### config.mk
export PLATFORM = sky130hd
export DESIGN_NAME = wavetable_mc
export DESIGN_NICKNAME = d
export VERILOG_FILES = /design/src/rtl/wavetable_mc.sv
export SDC_FILE = /design/constraint.sdc
export NUM_CORES = 2
export LEC_CHECK = 0
export CORE_MARGIN = 2
export CORE_UTILIZATION = 45
export DETAILED_ROUTE_END_ITERATION = 6
export SETUP_SLACK_MARGIN = 0.05
export SYNTH_ARGS = -nofsm -noshare
export SYNTH_HDL_FRONTEND = slang
export SYNTH_SLANG_ARGS = --single-unit
### constraint.sdc
create_clock -name clk -period 13.46 [get_ports clk]
set_input_delay 2.692 -clock clk [delete_from_list [all_inputs] [get_ports clk]]
set_output_delay 2.692 -clock clk [all_outputs]
set_load 0.01 [all_outputs]
### src/rtl/wavetable_mc.sv
// wavetable_mc: time-multiplexed multi-channel wavetable synthesiser.
// Up to 8 voices share one wave RAM. One voice is serviced per tick in
// round-robin order, and the per-voice products are summed into one frame mix.
//   clk, reset   : system clock, synchronous active-high reset
//   tick         : one-clk strobe per CPU cycle (>= 3 clk apart)
//   wr/addr/wdata: register write port, sampled only on tick
//   rdata        : combinational register / wave RAM read data
//   audio_out    : mixed unsigned output, updated once per frame
module wavetable_mc #(
  parameter int CHANNELS = 4,
  parameter int RAM_AW   = 7,
  parameter int SAMPLE_W = 6,
  parameter int FREQ_W   = 12,
  parameter int OUT_W    = 12 + $clog2(CHANNELS)
) (
  input  logic             clk,
  input  logic             reset,
  input  logic             tick,
  input  logic             wr,
  input  logic [7:0]       addr,
  input  logic [7:0]       wdata,
  output logic [7:0]       rdata,
  output logic [OUT_W-1:0] audio_out
);
  localparam int PTR_W  = (CHANNELS > 1) ? $clog2(CHANNELS) : 1;
  localparam int RAM_D  = 1 << RAM_AW;
  localparam int PROD_W = SAMPLE_W + 6;
  localparam int MIX_W  = PROD_W + PTR_W + 1;

  // per-channel state
  logic [23:0]       acc_q    [CHANNELS], acc_d    [CHANNELS];
  logic [FREQ_W-1:0] freq_q   [CHANNELS], freq_d   [CHANNELS];
  logic              halt_q   [CHANNELS], halt_d   [CHANNELS];
  logic [6:0]        base_q   [CHANNELS], base_d   [CHANNELS];
  logic [1:0]        len_q    [CHANNELS], len_d    [CHANNELS];
  logic              direct_q [CHANNELS], direct_d [CHANNELS];
  logic              dir_q    [CHANNELS], dir_d    [CHANNELS];
  logic [5:0]        speed_q  [CHANNELS], speed_d  [CHANNELS];
  logic [5:0]        gain_q   [CHANNELS], gain_d   [CHANNELS];
  logic [5:0]        envc_q   [CHANNELS], envc_d   [CHANNELS];

  // globals
  logic             wave_wren_q, wave_wren_d;
  logic [1:0]       master_q, master_d;
  logic [7:0]       env_prescale_q, env_prescale_d;
  logic [10:0]      pre_cnt_q, pre_cnt_d;
  logic [PTR_W-1:0] ptr_q, ptr_d;
  logic [SAMPLE_W-1:0] wave_ram [RAM_D];

  // pipeline
  logic                s0_vld_q, s0_vld_d, s0_last_q, s0_last_d;
  logic [5:0]          s0_vol_q, s0_vol_d;
  logic [SAMPLE_W-1:0] ram_rd_q, ram_rd_d;
  logic                s1_vld_q, s1_vld_d, s1_last_q, s1_last_d;
  logic [5:0]          s1_vol_q, s1_vol_d;
  logic [SAMPLE_W-1:0] s1_sample_q, s1_sample_d;
  logic                s2_last_q, s2_last_d;
  logic [MIX_W-1:0]    mix_q, mix_d;
  logic [OUT_W-1:0]    audio_q, audio_d;

  // decode / service
  logic wr_en, ch_space, ram_space, ram_we, env_match, env_clk, hit;
  logic [23:0]         svc_acc;
  logic [FREQ_W-1:0]   svc_freq;
  logic                svc_halt;
  logic [6:0]          svc_base, svc_idx;
  logic [1:0]          svc_len;
  logic [5:0]          svc_gain, svc_vol;
  logic [7:0]          svc_sum;
  logic [RAM_AW-1:0]   svc_addr;
  logic [PROD_W-1:0]   prod;

  always_comb begin
    wr_en     = tick & wr;
    ch_space  = (addr[7:6] == 2'b00) && (int'(addr[5:3]) < CHANNELS);
    ram_space = addr[7] && (int'(addr[6:0]) < RAM_D);
    ram_we    = wr_en && ram_space && wave_wren_q;

    svc_acc  = '0;
    svc_freq = '0;
    svc_halt = 1'b1;
    svc_base = '0;
    svc_len  = '0;
    svc_gain = '0;
    for (int unsigned c = 0; c < CHANNELS; c++) begin
      if (ptr_q == PTR_W'(c)) begin
        svc_acc  = acc_q[c];
        svc_freq = freq_q[c];
        svc_halt = halt_q[c];
        svc_base = base_q[c];
        svc_len  = len_q[c];
        svc_gain = gain_q[c];
      end
    end
    svc_idx  = svc_acc[23:17] >> (2'd3 - svc_len);
    svc_sum  = {1'b0, svc_base} + {1'b0, svc_idx};
    svc_addr = svc_sum[RAM_AW-1:0];
    // a halted voice still flows through the pipeline so the frame-end marker survives
    svc_vol  = svc_halt ? 6'd0 : ((svc_gain > 6'd32) ? 6'd32 : svc_gain);

    env_match = (pre_cnt_q == {env_prescale_q, 3'b111});
    env_clk   = tick && (env_prescale_q != 8'd0) && env_match;
    pre_cnt_d = pre_cnt_q;
    if (tick && (env_prescale_q != 8'd0)) pre_cnt_d = env_match ? 11'd0 : pre_cnt_q + 11'd1;
    if (wr_en && (addr == 8'h41)) pre_cnt_d = '0;

    wave_wren_d    = wave_wren_q;
    master_d       = master_q;
    env_prescale_d = env_prescale_q;
    if (wr_en && (addr == 8'h40)) begin
      wave_wren_d = wdata[7];
      master_d    = wdata[1:0];
    end
    if (wr_en && (addr == 8'h41)) env_prescale_d = wdata;

    ptr_d = ptr_q;
    if (tick) ptr_d = (ptr_q == PTR_W'(CHANNELS - 1)) ? '0 : ptr_q + PTR_W'(1);

    acc_d = acc_q;  freq_d = freq_q;   halt_d = halt_q;  base_d  = base_q;
    len_d = len_q;  direct_d = direct_q; dir_d = dir_q;  speed_d = speed_q;
    gain_d = gain_q; envc_d = envc_q;
    for (int unsigned c = 0; c < CHANNELS; c++) begin
      if (tick && (ptr_q == PTR_W'(c)) && !halt_q[c]) acc_d[c] = acc_q[c] + 24'(freq_q[c]);
      if (env_clk && !direct_q[c]) begin
        if (envc_q[c] == speed_q[c]) begin
          envc_d[c] = '0;
          if (dir_q[c]) gain_d[c] = (gain_q[c] >= 6'd32) ? 6'd32 : gain_q[c] + 6'd1;
          else          gain_d[c] = (gain_q[c] == 6'd0) ? 6'd0 : gain_q[c] - 6'd1;
        end else begin
          envc_d[c] = envc_q[c] + 6'd1;
        end
      end
      // register writes are applied last so they override service and envelope updates
      hit = wr_en && ch_space && (addr[5:3] == 3'(c));
      if (hit) begin
        case (addr[2:0])
          3'd0: freq_d[c][7:0] = wdata;
          3'd1: begin
            halt_d[c] = wdata[7];
            freq_d[c][FREQ_W-1:8] = wdata[FREQ_W-9:0];
            if (wdata[7]) acc_d[c] = '0;
          end
          3'd2: base_d[c] = wdata[6:0];
          3'd3: len_d[c]  = wdata[1:0];
          3'd4: begin
            direct_d[c] = wdata[7];
            dir_d[c]    = wdata[6];
            speed_d[c]  = wdata[5:0];
            envc_d[c]   = '0;
            if (wdata[7]) gain_d[c] = wdata[5:0];
          end
          default: ;
        endcase
      end
    end

    s0_vld_d    = tick;
    s0_last_d   = tick && (ptr_q == PTR_W'(CHANNELS - 1));
    s0_vol_d    = tick ? svc_vol : s0_vol_q;
    // read registered on the tick edge, so a same-tick RAM write is not visible
    ram_rd_d    = tick ? wave_ram[svc_addr] : ram_rd_q;
    s1_vld_d    = s0_vld_q;
    s1_last_d   = s0_last_q;
    s1_vol_d    = s0_vol_q;
    s1_sample_d = ram_rd_q;
    prod        = PROD_W'(s1_sample_q) * PROD_W'(s1_vol_q);
    s2_last_d   = s1_vld_q && s1_last_q;
    mix_d       = (s2_last_q ? '0 : mix_q) + (s1_vld_q ? MIX_W'(prod) : '0);
    audio_d     = s2_last_q ? OUT_W'(mix_q >> master_q) : audio_q;
  end

  always_comb begin
    rdata = '0;
    if (addr[7]) begin
      if (ram_space) rdata = 8'(wave_ram[addr[RAM_AW-1:0]]);
    end else if (addr == 8'h40) begin
      rdata = {wave_wren_q, 5'b0, master_q};
    end else if (addr == 8'h41) begin
      rdata = env_prescale_q;
    end else if (ch_space) begin
      for (int unsigned c = 0; c < CHANNELS; c++) begin
        if (addr[5:3] == 3'(c)) begin
          case (addr[2:0])
            3'd0:    rdata = freq_q[c][7:0];
            3'd1:    rdata = {halt_q[c], 7'(freq_q[c][FREQ_W-1:8])};
            3'd2:    rdata = {1'b0, base_q[c]};
            3'd3:    rdata = {6'b0, len_q[c]};
            3'd4:    rdata = {direct_q[c], dir_q[c], speed_q[c]};
            3'd5:    rdata = {2'b00, gain_q[c]};
            default: rdata = '0;
          endcase
        end
      end
    end
  end

  assign audio_out = audio_q;

  always_ff @(posedge clk) begin
    if (reset) begin
      for (int unsigned c = 0; c < CHANNELS; c++) begin
        acc_q[c] <= '0;  freq_q[c] <= '0;  halt_q[c] <= 1'b1;  base_q[c] <= '0;
        len_q[c] <= '0;  direct_q[c] <= 1'b0; dir_q[c] <= 1'b0; speed_q[c] <= '0;
        gain_q[c] <= '0; envc_q[c] <= '0;
      end
      wave_wren_q    <= 1'b0;
      master_q       <= '0;
      env_prescale_q <= 8'hE8;
      pre_cnt_q      <= '0;
      ptr_q          <= '0;
      s0_vld_q       <= 1'b0;
      s0_last_q      <= 1'b0;
      s1_vld_q       <= 1'b0;
      s1_last_q      <= 1'b0;
      s2_last_q      <= 1'b0;
      mix_q          <= '0;
      audio_q        <= '0;
    end else begin
      acc_q <= acc_d;  freq_q <= freq_d;  halt_q <= halt_d;  base_q <= base_d;
      len_q <= len_d;  direct_q <= direct_d; dir_q <= dir_d; speed_q <= speed_d;
      gain_q <= gain_d; envc_q <= envc_d;
      wave_wren_q    <= wave_wren_d;
      master_q       <= master_d;
      env_prescale_q <= env_prescale_d;
      pre_cnt_q      <= pre_cnt_d;
      ptr_q          <= ptr_d;
      s0_vld_q       <= s0_vld_d;
      s0_last_q      <= s0_last_d;
      s1_vld_q       <= s1_vld_d;
      s1_last_q      <= s1_last_d;
      s2_last_q      <= s2_last_d;
      mix_q          <= mix_d;
      audio_q        <= audio_d;
    end
  end

  // data path and wave RAM: qualified by the valid flags, so no reset needed
  always_ff @(posedge clk) begin
    s0_vol_q    <= s0_vol_d;
    ram_rd_q    <= ram_rd_d;
    s1_vol_q    <= s1_vol_d;
    s1_sample_q <= s1_sample_d;
    if (ram_we) wave_ram[addr[RAM_AW-1:0]] <= wdata[SAMPLE_W-1:0];
  end
endmodule
# Word level (Yosys, flattened, before mapping)
# Memories as Yosys holds them, arrays and structs flattened. A register that Yosys moved wholly into a read port is not among the register bits.
# Index checks and enable logic that the tools add are counted.
# word_totals
mem_bits_rw	768
n_memories	1
wordCells	277
regBits	340
in_bits	20
# classes
order_cmp	6
shift	2
n_mul	1
n_reduce_logical	64
eq_ne	18
n_mux	103
bitwise_logic	1
n_addsub	21
# mem_list
name	depth	word_bits	rd	rd_ports_with_merged_regs	wr	line	text
wave_ram	128	6	2	1	1	48	logic [SAMPLE_W-1:0] wave_ram [RAM_D];
# op_table
op	count
two-way mux 24 bit	20
two-way mux 6 bit	53
one-hot mux 8 bit (6 select lines)	4
adder 24 x 12 -> 24 bit	4
two-way mux 8 bit	8
adder 6 x 1 -> 6 bit, second input constant	8
AND reduction 2 bit	20
two-way mux 7 bit	4
logical AND 1 bit	25
== test 6 bit	4
greater-or-equal comparator 6 bit, second input constant	4
zero test 6 bit	4
subtractor 6 x 1 -> 6 bit, second input constant	4
== test 8 x 7 -> 1 bit, second input constant	2
adder 15 x 12 -> 15 bit	1
two-way mux 15 bit	1
right shift 15 x 2 -> 14 bit	1
== test 3 x 2 -> 1 bit, second input constant	4
multiplier 6 x 6 -> 12 bit	1
two-way mux 12 bit	1
adder 11 x 1 -> 11 bit, second input constant	1
== test 11 bit	1
two-way mux 11 bit	1
two-way mux 2 bit	5
other kinds (17)	35

# Longest topological paths before layout
# logic_depth
word_depth	10
ltp_mapped	23
ltp_nobuf	21

# Least setup slack after synthesis
# OpenSTA, ideal clock, no wires.
# synth_timing
path_kind	input-to-output
from	input addr[0]
to	output rdata[5]
n_path_buf	5
stages	13
path_slack_ns	6.123
arrival_time_ns	4.645
cell_sequence	buf_2 -> buf_2 -> buf_4 -> buf_4 -> buf_2 -> mux2i_1 -> nor2_1 -> a21oi_1 -> o2111ai_1 -> nand2_1 -> o211ai_1 -> o31ai_1 -> nand3_1
# synth_via
elab_chain_cells	10
word_cells_on_any_way	21
# synth_lines
item	line	text
from (decl)	20	input logic [7:0] addr,
== test 3 bit (tied with other cells)	183	case (addr[2:0])
one-hot mux 8 bit (6 select lines)	183	
two-way mux 8 bit (4 in a row)	182	if (addr[5:3] == 3'(c)) begin
two-way mux 8 bit	180	end else if (ch_space) begin
two-way mux 8 bit	178	end else if (addr == 8'h41) begin
two-way mux 8 bit	176	end else if (addr == 8'h40) begin
two-way mux 8 bit (*)	174	if (addr[7]) begin
to (decl)	22	output logic [7:0] rdata,
# Mark *: on every way between the ends. The rest lies on a longest branch, timed or not.

# Worst setup path after layout
# layout_timing
from	input addr[0]
to	output rdata[3]
# Same word-level chain as after synthesis.

==> key figures <==
Power
  • Maximum VDD drop: 0.121 mV
  • Internal power: 5.74 mW
  • Power share of the clock group: 45.1%
  • Net Sw Power: 1.78 mW
  • Comb pwr share: ~6%
  • Pwr/cell area: 121 nW/um^2
  • Reg power frac: approximately 49%
  • Total power: 7.52 mW
  • Switching share of power: a little under a quarter
  • Cell leakage power: 20.5 nW

Floorplan
  • Die area: 127000 sq um
  • Die Wd: 357 um
  • I/O pin total: 42
  • Number of cell rows: 129
  • Core area: 124000 sq um
  • Die H: 357 um
  • Initial Utilization: 45.3%

GRT
  • Met2 usage in global routing: 43.2%
  • Initial antenna violation count: 4
  • Met1 Use GR: 39.5%
  • Largest net degree at the start of global routing: about 130
  • Top Usage Layer GRT: met2
  • Grt total ovfl: 0
  • First-pass GRT wire length: about 270 mm
  • Total GRT Usage: 28.7%
  • Via count of the first global-routing pass: 38900
  • Global-route met3 utilization: 7.42%

Setup path
  • Crit Path Category: in2out
  • Crit path launch type: primary input
  • Reg2Reg Depth: 19
  • Reg2reg start: ptr_q[0]
  • Worst EP arrival: 7580 ps
  • Worst reg2reg setup slack: 6060 ps
  • CP Capture Type: primary output
  • Reg-to-reg endpoint: ram_rd_q[4]
  • CP required: around 11000 ps
  • Peak fanout along the critical path: 51

Drt
  • Vias per inst: between 6 and 7
  • Wire per inst: 29.8 um
  • DRT antenna net count: 0
  • 1st-iter DRT viols: 6432
  • DRC viols: 0
  • Vias: 40900
  • Final WL: 185 mm
  • Detailed Routing Iterations Pass 1: 6

STA
  • Final hold violations: 0
  • Final Critical Period: 10270 ps
  • Skew final: about 54 ps
  • Achievable frequency: 97.4 MHz
  • Setup_tns: 0 ps
  • Endpoints failing setup: 0
  • Final period util: between 70% and 80%
  • Unrepaired setup endpoints after global routing: no
  • Worst-margin pin slew: approximately 1200 ps
  • Max-slew violations: 0
  • Relative slew slack: 18.3%

Status
  • Status: finished, final reports clean

Synth
  • #FFs+latches synth: roughly 1100
  • Top FF cell, synth: edfxtp_1
  • Sequential area share after synthesis: ~54%
  • Post-synth net total: 4697
  • Yosys top cell by area: edfxtp_1
  • Yosys warns: 0
  • Mapped Area: 56000 sq um
  • Ys async rst share: 0%
  • Post-synth EDFFs: 780
  • Synth top area share: 41.8%
  • Synth area leaders: edfxtp_1 42%, dfxtp_1 12%, mux4_2 10%
  • Synth cell types: 94
  • Post-Synthesis Cells: between 4000 and 5000
  • Syn_area_per_cell: 12.3 sq um

Clock tree
  • Worst skew pair latency: 780 ps
  • Hold_buf cts: 0
  • CTS tree: built
  • CTS buffer count: roughly 120
  • Post-CTS setup buffer count: 0
  • Htree depth: 3
  • Post-CTS Resized: 0
  • Max Root-Sink Buffers: 3
  • CTS Sinks: 1114
  • Root buffer cell: clkbuf_16
  • Clock-pin slew on the worst setup and hold paths: 60 ps

Final layout
  • Ratio of cells with drive above 1 in the final layout: 15.0%
  • Nets: ~4600
  • Final core area utilization: 50.1%
  • Area growth syn-to-layout: 10.7%

Hold path
  • Worst hold start: ram_rd_q[1]
  • Hold Path End: s1_sample_q[1]
  • Hold path depth: 0
  • Hold crit path type: reg2reg

Placement
  • RD Place Congestion: 0.941
  • PortBufs: 41
  • Final HPWL DP: between 100 and 150 mm

Run
  • Max Cap Viol: 0
==> kinds of logic (layout without fill, tap and decap cells) <==
logic type                 count (synthesis)  after routing  synth area share [%]
and+or+nand+nor                         1191           1191                  9.85
adders and majority gates                130            130                  3.21
muxes                                    536            536                  15.5
other                                      0              3                     0
buffers and inverters                    399            436                  2.98
xor gates and xnor gates                 144            144                  2.28
AOI/OAI and AO/OA                       1033           1033                  12.4
DFF                                     1114           1114                  53.8
==> state kept, by name (all words and copies together), names as in the netlist, 11 cells and up <==
| signal | cells |
|---|---|
| acc_q | 96 |
| audio_out | 14 |
| base_q | 28 |
| envc_q | 24 |
| freq_q | 48 |
| gain_q | 24 |
| mix_q | 15 |
| pre_cnt_q | 11 |
| speed_q | 24 |
| wave_ram | 768 |
==> worst max-delay path by stage <==
stage               startpoint       end  slack (ps)  cells past startpoint
floorplan              addr[0]  rdata[5]        6120                     13
global placement       addr[0]  rdata[3]        3460                     10
detailed placement     addr[0]  rdata[3]        3350                     10
CTS                    addr[0]  rdata[3]        3330                     10
global route           addr[0]  rdata[3]        3280                     11
finish                 addr[0]  rdata[3]        3190                     11
==> power groups by stage <==
stage | clock (mW) | sequential (mW) | combinational [mW]
2_1_floorplan | 0 | 3.75 | 0.244
3_3_place_gp | 0 | 3.75 | 0.428
3_5_place_dp | 0 | 3.75 | 0.433
4_1_cts | 3.43 | 3.68 | 0.435
5_1_grt | 3.56 | 3.68 | 0.469
6_report | 3.39 | 3.68 | 0.449
==> through the flow <==
step | setup slack, ps | std cells | cell area [sq um] | hold WS (ps)
after floorplan | 6120 | 4547 | 56000 | 323
after global placement | 3460 | 5996 | 57900 | 326
after detailed placement | 3350 | 5996 | 57900 | 327
after CTS | 3330 | 6220 | 62000 | 342
after global routing | 3280 | 6221 | 62000 | 348
final | 3190 | 6224 | 62000 | 337
==> synthesized netlist by cell type (38+ instances only) <==
cell type,instances
edfxtp_1,780
and2_1,43
inv_1,77
dfxtp_1,334
nor2b_1,50
clkbuf_1,184
a221oi_1,77
a22o_1,51
ha_1,107
o21ai_0,126
mux4_2,258
buf_2,95
mux2i_1,209
nand2_1,314
a21oi_1,297
a22oi_1,177
xor2_1,51
nor2_1,474
a31oi_1,49
mux2_2,69
nor3_1,38
xnor2_1,91
nand3_1,77
==> worst max-delay path, cell delays in order <==
cell             delay, ps
buf_6                  470
buf_4                  480
and3_2                 720
buf_4                  660
a222oi_1               260
mux4_2                 510
nor2_1                 370
a2111oi_1               90
clkbuf_2               220
o21ai_1                330
clkdlybuf4s50_1        610
==> placed cells by master (no fill, tap or decap), types with 19 or more instances in the layout <==
cell type,instances
a211oi_1,35
a21o_1,29
a21oi_1,296
a221oi_1,77
a22o_1,51
a22oi_1,177
a31oi_1,49
and2_1,43
and3_1,31
buf_4,94
clkbuf_16,121
clkdlybuf4s50_1,30
clkinv_1,19
clkinv_2,28
dfxtp_1,334
edfxtp_1,780
fa_1,22
ha_1,105
inv_1,77
mux2_2,69
mux2i_1,209
mux4_2,258
nand2_1,313
nand3_1,77
nand4_1,30
nor2_1,471
nor2b_1,44
nor3_1,37
o211ai_1,31
o21ai_0,126
or3_1,28
xnor2_1,88
xor2_1,50
==> final cells by class <==
type | instances | area (sq um)
Timing Repair Buffer | 134 | 1140
Antenna cell | 3 | 7.51
Clock buffer | 143 | 3170
Fill cell | 10700 | 61600
Multi-Input combinational cell | 3034 | 24300
Tap cell | 1637 | 2050
Sequential cell | 1114 | 30100
Clock inverter | 81 | 881
Inverter | 78 | 293
==> layer usage <==
| metal | vias up | routed length [um] |
|---|---|---|
| li1 | 17400 | - |
| met1 | 20400 | 73800 |
| met2 | 2649 | 81600 |
| met3 | 486 | 21200 |
| met4 | 8 | 8590 |
| met5 | - | 171 |
(Power assumes the default switching activity.)
